[src/rtl/spi_reg_slave.sv]
// SPI mode-0 register-file responder, oversampled in the clk domain.
// Command byte {rw, addr[6:0]}, then burst data bytes with wrapping address.
module spi_reg_slave #(
  parameter int ADDR_W      = 3,
  parameter int SYNC_STAGES = 2
) (
  input  logic              clk,
  input  logic              rst_n,
  input  logic              sclk,
  input  logic              cs,
  input  logic              mosi,
  output logic              miso,
  output logic              busy,
  output logic              wr_strobe,
  output logic [ADDR_W-1:0] wr_addr,
  output logic [7:0]        wr_data,
  input  logic [ADDR_W-1:0] rd_addr,
  output logic [7:0]        rd_data
);

  localparam int NREG = 1 << ADDR_W;

  typedef enum logic [1:0] {IDLE, CMD, DATA} state_e;

  logic [SYNC_STAGES-1:0] sclk_sync_q, cs_sync_q, mosi_sync_q;
  logic                   sclk_prev_q;
  logic                   sclk_s, cs_s, mosi_s, rise, fall;

  state_e            state_q, state_d;
  logic [2:0]        bitcnt_q, bitcnt_d;
  logic [6:0]        cmd_sr_q, cmd_sr_d;
  logic [6:0]        rx_sr_q, rx_sr_d;
  // miso_q holds the top bit of the outgoing byte; tx_sr_q holds the rest.
  logic [6:0]        tx_sr_q, tx_sr_d;
  logic [ADDR_W-1:0] addr_q, addr_d, addr_nxt;
  logic              rw_q, rw_d;
  logic              inv_q, inv_d;
  logic              miso_q, miso_d;
  logic              wr_strobe_q, wr_strobe_d;
  logic [ADDR_W-1:0] wr_addr_q, wr_addr_d;
  logic [7:0]        wr_data_q, wr_data_d;
  logic [7:0]        rd_data_q;
  logic [7:0]        regs_q [NREG];
  logic              reg_we;
  logic [7:0]        cmd_byte, data_byte, load_byte;
  logic              cmd_inv;

  assign sclk_s = sclk_sync_q[SYNC_STAGES-1];
  assign cs_s   = cs_sync_q[SYNC_STAGES-1];
  assign mosi_s = mosi_sync_q[SYNC_STAGES-1];
  assign rise   = sclk_s & ~sclk_prev_q;
  assign fall   = ~sclk_s & sclk_prev_q;

  always_comb begin
    state_d     = state_q;
    bitcnt_d    = bitcnt_q;
    cmd_sr_d    = cmd_sr_q;
    rx_sr_d     = rx_sr_q;
    tx_sr_d     = tx_sr_q;
    addr_d      = addr_q;
    rw_d        = rw_q;
    inv_d       = inv_q;
    miso_d      = miso_q;
    wr_strobe_d = 1'b0;
    wr_addr_d   = wr_addr_q;
    wr_data_d   = wr_data_q;
    reg_we      = 1'b0;
    load_byte   = 8'h00;
    cmd_byte    = {cmd_sr_q, mosi_s};
    data_byte   = {rx_sr_q, mosi_s};
    cmd_inv     = (cmd_byte[6:0] >> ADDR_W) != 7'd0;
    addr_nxt    = addr_q + 1'b1;

    case (state_q)
      IDLE: begin
        if (!cs_s) begin
          state_d  = CMD;
          bitcnt_d = 3'd0;
          miso_d   = 1'b0;
        end
      end
      CMD, DATA: begin
        if (cs_s) begin
          state_d  = IDLE;
          bitcnt_d = 3'd0;
          cmd_sr_d = 7'd0;
          rx_sr_d  = 7'd0;
          tx_sr_d  = 7'd0;
          miso_d   = 1'b0;
        end else if (state_q == CMD) begin
          if (rise) begin
            cmd_sr_d = cmd_byte[6:0];
            bitcnt_d = bitcnt_q + 3'd1;
            if (bitcnt_q == 3'd7) begin
              state_d  = DATA;
              bitcnt_d = 3'd0;
              rw_d     = cmd_byte[7];
              addr_d   = cmd_byte[ADDR_W-1:0];
              inv_d    = cmd_inv;
              if (cmd_byte[7] && !cmd_inv) load_byte = regs_q[cmd_byte[ADDR_W-1:0]];
              miso_d   = load_byte[7];
              tx_sr_d  = load_byte[6:0];
            end
          end
        end else begin
          if (rise) begin
            rx_sr_d  = data_byte[6:0];
            bitcnt_d = bitcnt_q + 3'd1;
            if (bitcnt_q == 3'd7) begin
              bitcnt_d = 3'd0;
              addr_d   = addr_nxt;
              if (!rw_q && !inv_q) begin
                reg_we      = 1'b1;
                wr_strobe_d = 1'b1;
                wr_addr_d   = addr_q;
                wr_data_d   = data_byte;
              end
              if (rw_q && !inv_q) load_byte = regs_q[addr_nxt];
              miso_d  = load_byte[7];
              tx_sr_d = load_byte[6:0];
            end
          end else if (fall && bitcnt_q != 3'd0) begin
            miso_d  = tx_sr_q[6];
            tx_sr_d = {tx_sr_q[5:0], 1'b0};
          end
        end
      end
      default: state_d = IDLE;
    endcase
  end

  always_ff @(posedge clk or negedge rst_n) begin
    if (!rst_n) begin
      sclk_sync_q <= '0;
      cs_sync_q   <= '1;
      mosi_sync_q <= '0;
      sclk_prev_q <= 1'b0;
      state_q     <= IDLE;
      bitcnt_q    <= 3'd0;
      cmd_sr_q    <= 7'd0;
      rx_sr_q     <= 7'd0;
      tx_sr_q     <= 7'd0;
      addr_q      <= '0;
      rw_q        <= 1'b0;
      inv_q       <= 1'b0;
      miso_q      <= 1'b0;
      wr_strobe_q <= 1'b0;
      wr_addr_q   <= '0;
      wr_data_q   <= 8'h00;
      rd_data_q   <= 8'h00;
      for (int i = 0; i < NREG; i++) regs_q[i] <= 8'h00;
    end else begin
      sclk_sync_q <= {sclk_sync_q[SYNC_STAGES-2:0], sclk};
      cs_sync_q   <= {cs_sync_q[SYNC_STAGES-2:0], cs};
      mosi_sync_q <= {mosi_sync_q[SYNC_STAGES-2:0], mosi};
      sclk_prev_q <= sclk_s;
      state_q     <= state_d;
      bitcnt_q    <= bitcnt_d;
      cmd_sr_q    <= cmd_sr_d;
      rx_sr_q     <= rx_sr_d;
      tx_sr_q     <= tx_sr_d;
      addr_q      <= addr_d;
      rw_q        <= rw_d;
      inv_q       <= inv_d;
      miso_q      <= miso_d;
      wr_strobe_q <= wr_strobe_d;
      wr_addr_q   <= wr_addr_d;
      wr_data_q   <= wr_data_d;
      // Local read sees the pre-commit value when both hit the same address.
      rd_data_q   <= regs_q[rd_addr];
      if (reg_we) regs_q[addr_q] <= data_byte;
    end
  end

  assign miso      = miso_q;
  assign busy      = (state_q != IDLE);
  assign wr_strobe = wr_strobe_q;
  assign wr_addr   = wr_addr_q;
  assign wr_data   = wr_data_q;
  assign rd_data   = rd_data_q;

endmodule

[config.mk]
export PLATFORM = sky130hd
export DESIGN_NAME = spi_reg_slave
export DESIGN_NICKNAME = d
export VERILOG_FILES = /design/src/rtl/spi_reg_slave.sv
export SDC_FILE = /design/constraint.sdc
export NUM_CORES = 1
export LEC_CHECK = 0
export BUFFER_PORTS_ARGS = -buffer_cell sky130_fd_sc_hd__buf_2
export CAP_MARGIN = 20
export CORE_MARGIN = 8
export CORE_UTILIZATION = 59
export CTS_CLUSTER_SIZE = 24
export DETAILED_ROUTE_END_ITERATION = 12
export PLACE_DENSITY = 0.82
export SYNTH_ARGS = -nofsm -noshare
export SYNTH_HDL_FRONTEND = slang
export SYNTH_SLANG_ARGS = --single-unit
[constraint.sdc]
create_clock -name clk -period 4.65 [get_ports clk]
set_input_delay 0.2325 -clock clk [delete_from_list [all_inputs] [get_ports clk]]
set_output_delay 0.2325 -clock clk [all_outputs]
set_load 0.1 [all_outputs]
==> results of run 1 <==
==> logic make-up (layout without fill, tap and decap cells) <==
group | after synthesis | in the layout | synth area share [%]
adders and majority gates | 10 | 10 | 1.93
muxes | 128 | 128 | 31.0
buffers and inverters | 46 | 79 | 3.25
DFF | 123 | 123 | 47.6
AOI/OAI and AO/OA | 69 | 69 | 7.54
and+or+nand+nor | 105 | 105 | 8.43
xor gates and xnor gates | 2 | 2 | 0.271
==> flip-flops by register name (all words and copies together) (netlist names), 3 cells and up <==
| register | cells |
|---|---|
| rd_data | 8 |
| cmd_sr_q | 7 |
| addr_q | 3 |
| rx_sr_q | 7 |
| regs_q | 64 |
| wr_addr | 3 |
| tx_sr_q | 7 |
| bitcnt_q | 3 |
| wr_data | 8 |
==> through the flow <==
step / area (sq um) / util, % / total power (uW) / hold WS, ns / cells
floorplan: 6470 / - / 1530 / -0.0631 / 483
global placement: 6660 / 61.7 / 1640 / 0.335 / 620
detailed placement: 6660 / 61.7 / 1670 / 0.340 / 620
CTS: 7270 / 67.4 / 2950 / 0.162 / 656
global route: 7270 / 67.4 / 3060 / 0.189 / 656
finish: 7270 / 67.4 / 2940 / 0.176 / 656
==> per-layer routing <==
metal  up-vias  share of wire, %  GRT usage [%]
met5         -                 0              0
met4         0               3.6           12.6
met3        50               6.9           5.55
met2       202                50           36.5
met1      2278                39           28.2
li1       1861                 -              -
==> how the worst max path moves through the flow <==
stage | startpoint | to | slack [ns] | depth (start not counted)
after detailed placement | addr_q[0] | tx_sr_q[2] | 1.60 | 8
after CTS | addr_q[0] | tx_sr_q[6] | 1.56 | 8
after floorplan | state_q[0] | regs_q[48] | 2.43 | 10
final | addr_q[0] | tx_sr_q[2] | 1.62 | 8
after global placement | addr_q[0] | tx_sr_q[3] | 1.73 | 8
after global routing | addr_q[0] | tx_sr_q[2] | 1.40 | 8
==> power breakdown <==
part           internal (uW)  switching, uW
registers               1120            106
logic                    134            287
clock network            829            466
total                   2090            858
==> cells in the final DEF, fill, tap and decap left out, drive strengths merged, types with 7 or more instances in the layout <==
cell type / n
dfrtp: 121
mux2: 75
nand2: 58
mux4: 48
buf: 34
clkbuf: 25
o21ai: 20
a22o: 10
ha: 10
nor3: 10
a22oi: 9
nor2: 8
inv: 7
o2bb2ai: 7
==> final cells by class <==
class	instances	area, sq um
Timing Repair Buffer	38	225
Tap cell	140	175
Clock inverter	7	115
Sequential cell	123	3080
Inverter	9	38.8
Clock buffer	25	454
Multi-Input combinational cell	314	3180
Fill cell	725	3520
==> synth_stat cells, drive strengths merged (5+ instances only) <==
cell type | instances | area, sq um
ha | 10 | 125
nor2 | 8 | 30.0
mux2 | 75 | 875
a221oi | 5 | 43.8
mux4 | 48 | 1080
o2bb2ai | 7 | 61.3
nand3 | 5 | 25.0
mux2i | 5 | 50.1
dfrtp | 121 | 3030
buf | 19 | 104
clkbuf | 18 | 67.6
inv | 7 | 26.3
o21ai | 20 | 100
a22o | 10 | 87.6
a22oi | 9 | 67.6
nor3 | 10 | 55.1
nand2 | 58 | 220
nand2b | 6 | 37.5
a211oi | 6 | 45.0
==> results by group, run 1 <==
Synth
  • FF+latch count, synth: 123
  • Number of flops mapped to enable cells by yosys: 0
  • Syn nets: ~500
  • Register area share after synthesis: 47.6%
  • Top FF cell, synth: dfrtp_1
  • Cell variety after synth: 48
  • Ys Warns: 0
  • FFs w/ async S/R, synth: 100%
  • Cell area after technology mapping: 6470 sq um
  • Post-Synthesis Cells: between 400 and 500
  • Syn_area_per_cell: 13.4 sq um

Worst setup path
  • Cell family with most CP delay: adder cells
  • Max stage delay on crit path: between 0.7 and 0.8 ns
  • Worst r2r dst: tx_sr_q[2]
  • Startpoint Class: register
  • Crit. End Element: register
  • Worst R2R Setup Slack: 1.62 ns
  • CP max FO: 27
  • Crit path required time: 5.06 ns
  • WP data arrival: approximately 3.4 ns
  • CP bufs+invs: 2
  • RR Startpoint: addr_q[0]
  • Worst path slowest cell: ha_1
  • Most frequent cell on the critical path: buf_4
  • CP cell instances: buf_4, ha_1, buf_4, mux4_2, nor3_1, a211oi_1, a221oi_1, o21ai_0
  • WS Path Type: reg2reg
  • R2R cell count: 8

Clock network
  • Worst skew pair latency: 0.54 ns
  • Clk sinks: approximately 120
  • Postcts setup bufs: 0
  • Clock buffers created by TritonCTS: 17
  • Clock tree buffer depth: 2
  • H-Tree Depth: 4
  • TritonCTS clock tree: done
  • Cts repair resizes: 0
  • Worst-path clk slew: 0.06 ns
  • CTS Hold Buffers Added: 4
  • Root buf cell: clkbuf_8

Timing
  • Final number of hold-violating endpoints: 0
  • Rel. slew slack: 23.9%
  • Final setup fails: 0
  • Setup_tns: 0 ns
  • Min setup slack post-route: 1.62 ns
  • Tcrit/Tclk final: 65.1%
  • RSZ-0062 raised after global routing: no
  • Shortest period the worst path allows: 3.03 ns
  • Final Max Tran Viols: 0
  • Slew @ Worst Pin: 1.14 ns
  • Fmax: about 330 MHz
  • Worst clock skew: 0.00513 ns

Drt
  • # DRC: 0
  • Pre-antenna DRT Iters: 5
  • Vias per inst: 6.69
  • Mean routed wirelength per cell: 23.4 microns
  • ANT nets after route: 0
  • Overall routed net length: 15300 microns
  • 1st-iter DRT viols: 387
  • Via count: 4391

Hold path
  • Origin of the worst min-delay path: rd_addr[2]
  • Hold EP: rd_data[3]
  • Hold Crit Class: in2reg
  • Hold Crit Depth: 2

Layout
  • Nets: approximately 520
  • Diodes inserted: 0
  • Layout area overhead: 12.3%
  • Share of layout cells above drive strength 1: 37.2%

Placed design
  • Dpl ws: 1.60 ns
  • Input/output buffers: 29
  • GPL Wtd Cong: 0.887
  • Hpwl dp: slightly below 10000 microns

Power
  • Leak pwr: 0.00333 uW
  • Cell area power density: 405 nW/um^2
  • Worst vdd ir: ~0.42 mV

Floorplanning
  • DIE AREA: 14600 sq um
  • Initial core utilization: 60.0%
  • Die H: approximately 120 microns
  • Row count: 38
  • Core area: 10800 sq um
  • Ports: 30
  • Die Width: between 100 and 150 microns

Status
  • Status: completed

Global route
  • Number of global-route vias before repair: 4616
  • Initial antenna violation count: 0
  • Largest net degree at the start of global routing: 67
  • Congestion Overflow GR: 0
  • Global Route Usage Sum: 22.8%
  • First-pass GRT wire length: 25300 microns

Run
  • Max-cap violations: 0
(Power assumes the default switching activity.)
==> run 2: changes to the inputs <==
--- a/config.mk
+++ b/config.mk
@@ -8,7 +8,7 @@
 export BUFFER_PORTS_ARGS = -buffer_cell sky130_fd_sc_hd__buf_2
 export CAP_MARGIN = 20
 export CORE_MARGIN = 8
-export CORE_UTILIZATION = 59
+export CORE_UTILIZATION = 56
 export CTS_CLUSTER_SIZE = 24
 export DETAILED_ROUTE_END_ITERATION = 12
 export PLACE_DENSITY = 0.82
==> constraint.sdc (replaced) <==
create_clock -name clk -period 2.6 [get_ports clk]
set_input_delay 0.13 -clock clk [delete_from_list [all_inputs] [get_ports clk]]
set_output_delay 0.13 -clock clk [all_outputs]
set_load 0.1 [all_outputs]
==> results by group, run 2 (synthesized netlist as in run 1, its figures left out) <==
Layout
  • Layout area overhead: 14.5%
  • Most flops, register: regs_q
  • Nets: 543 (+4.2%)
  • Cell Count, Final, Fillers Out: 677 (+3.2%)
  • Most common cell after layout, fill and taps aside: dfrtp_1
  • Diodes inserted: 0 (unchanged)
  • Most frequent cells in the layout: dfrtp_1 (121), mux2_2 (67), nand2_1 (57)
  • Number of flip-flops in the largest register: 64 (unchanged)
  • Share of layout cells above drive strength 1: 40.1% (+2.9 points)
  • Final core occ: 65.2% (-2.2 points)

Worst setup path
  • Crit path required time: 2.89 ns (-2.17 ns)
  • CP bufs+invs: 3 (+1)
  • RR Startpoint: state_q[0]
  • Most frequent cell on the critical path: buf_4
  • Worst R2R Setup Slack: 0.12 ns (-1.50 ns)
  • Instance count on the critical path: 8 (unchanged)
  • CP max FO: 15 (-44%)
  • WP data arrival: 2.76 ns (-0.67 ns)
  • Worst path slowest cell: dfrtp_1
  • WS Path Type: reg2reg
  • End of the critical path: regs_q[42]
  • Crit. End Element: register
  • CP cell instances: inv_1, ha_1, nand4b_1, nand2b_1, buf_4, nor4b_4, buf_4, mux2_2
  • Crit path launch: state_q[0]
  • R2R cell count: 8 (unchanged)
  • Startpoint Class: register
  • Worst r2r dst: regs_q[42]
  • Max stage delay on crit path: 0.42 ns (-0.32 ns)
  • Cell family with most CP delay: simple AND/OR/NAND/NOR gates

Power
  • Gate power share: 17.1% (+2.8 points)
  • Cell area power density: 695 nW/um^2 (+72%)
  • Net Switching: 1560 uW (+82%)
  • Leak pwr: 0.00344 uW (+3.2%)
  • Sw frac: 30.3% (+1.2 points)
  • Reg power frac: 42.5% (+0.7 points)
  • Clock Power Share: 40.4% (-3.6 points)
  • Worst vdd ir: 0.703 mV (+69%)
  • Pint: 3590 uW (+72%)

Timing
  • Final number of hold-violating endpoints: 0 (unchanged)
  • Setup_tns: 0 ns (unchanged)
  • Shortest period the worst path allows: 2.48 ns (-0.552 ns)
  • Final setup fails: 0 (unchanged)
  • Tcrit/Tclk final: 95.2% (+30 points)
  • Worst clock skew: 0.00743 ns (+0.00230 ns)
  • Slew @ Worst Pin: 0.648 ns (-0.491 ns)
  • Rel. slew slack: 56.8% (+33 points)
  • RSZ-0062 raised after global routing: no
  • Final Max Tran Viols: 0 (unchanged)
  • Fmax: 404 MHz (+22%)

Placed design
  • Input/output buffers: 29 (unchanged)
  • Hpwl dp: 10100 microns (+3.4%)
  • Cells after DPL: 645 (+4.0%)
  • GPL Wtd Cong: 0.855 (-3.6%)

Drt
  • Vias per inst: 6.56 (-2.0%)
  • Via count: 4440 (+1.1%)
  • # DRC: 0 (unchanged)
  • 1st-iter DRT viols: 375 (-3.1%)
  • Overall routed net length: 15900 microns (+3.9%)
  • ANT nets after route: 0 (unchanged)
  • Mean routed wirelength per cell: 23.5 microns (+0.66%)
  • Pre-antenna DRT Iters: 5 (unchanged)

Run
  • Max-cap violations: 0 (unchanged)

Global route
  • First-pass GRT wire length: 25600 microns (+1.1%)
  • Initial antenna violation count: 0 (unchanged)
  • Largest net degree at the start of global routing: 54 (-19%)
  • Congestion Overflow GR: 0 (unchanged)
  • Global Route Usage Sum: 22.5% (-0.39 points)
  • Number of global-route vias before repair: 4605 (-0.24%)

Clock network
  • Postcts setup bufs: 0 (unchanged)
  • TritonCTS clock tree: done
  • H-Tree Depth: 4 (unchanged)
  • Clk sinks: 123 (unchanged)
  • Clock buffers created by TritonCTS: 17 (unchanged)
  • Clock tree buffer depth: 2 (unchanged)
  • Worst-path clk slew: 0.05 ns (about the same)
  • Worst skew pair latency: 0.41 ns (-0.13 ns)
  • Root buf cell: clkbuf_16

Floorplanning
  • Die Width: 124 microns (+2.3%)
  • Ports: 30 (unchanged)
  • Die H: 124 microns (+2.3%)
  • Initial core utilization: 56.9% (-3.0 points)
  • Row count: 39 (+2.6%)
  • DIE AREA: 15300 sq um (+4.6%)
  • Core area: 11400 sq um (+5.3%)

Hold path
  • Hold Crit Class: in2reg

Status
  • Status: completed
==> run 2: final cells by class <==
cell class                      count  area, sq um
Tap cell                          143          179
Multi-Input combinational cell    314         3190
Inverter                            9         38.8
Clock buffer                       25          495
Clock inverter                      3         15.0
Sequential cell                   123         3080
Fill cell                         778         3960
Timing Repair Buffer               60          415
==> run 2: power groups by stage <==
| stage | combinational, uW | sequential, uW | clock [uW] |
|---|---|---|---|
| finish | 881 | 2190 | 2080 |
| detailed placement | 849 | 2210 | 0 |
| CTS | 877 | 2180 | 2090 |
| floorplan | 623 | 2120 | 0 |
| global route | 945 | 2200 | 2170 |
| global placement | 815 | 2200 | 0 |
==> run 2: worst reg2reg max path: stages (launching register included) <==
cell	delay [ns]
dfrtp_1	0.42
inv_1	0.10
ha_1	0.31
nand4b_1	0.15
nand2b_1	0.25
buf_4	0.25
nor4b_4	0.26
buf_4	0.24
mux2_2	0.37
==> run 2: per-layer routing <==
metal	GRT usage [%]	up-vias	routed length, microns
li1	-	1904	-
met1	26.9	2272	6080
met2	37.5	216	8130
met3	5.98	48	1280
met4	10.1	0	434
met5	0	-	0
==> run 2: timing repair <==
action / CTS / global route
hold buffers: 4 / 0
resized for setup: 0 / 1
endpoints found under the hold margin: 49 / 0
endpoints found under the setup margin: 0 / 8
==> run 2: worst min path at each step <==
stage	startpoint	end	slack, ns	cells after the start
after floorplan	rst_n	addr_q[0]	-0.17	0
after global placement	rst_n	bitcnt_q[2]	0.19	1
after detailed placement	rst_n	bitcnt_q[0]	0.20	1
after CTS	rd_addr[2]	rd_data[7]	0.19	2
after global routing	rd_addr[2]	rd_data[0]	0.19	2
final	rd_addr[2]	rd_data[7]	0.20	2
==> run 2: per-stage QoR <==
step	hold WS, ns	worst slack (ns)	area (sq um)	power, uW
6_report	0.197	0.125	7410	5150
5_1_grt	0.190	0.00771	7410	5320
4_1_cts	0.185	0.101	7410	5150
3_5_place_dp	0.199	0.124	6860	3060
3_3_place_gp	0.194	0.243	6860	3010
2_1_floorplan	-0.166	0.380	6470	2740
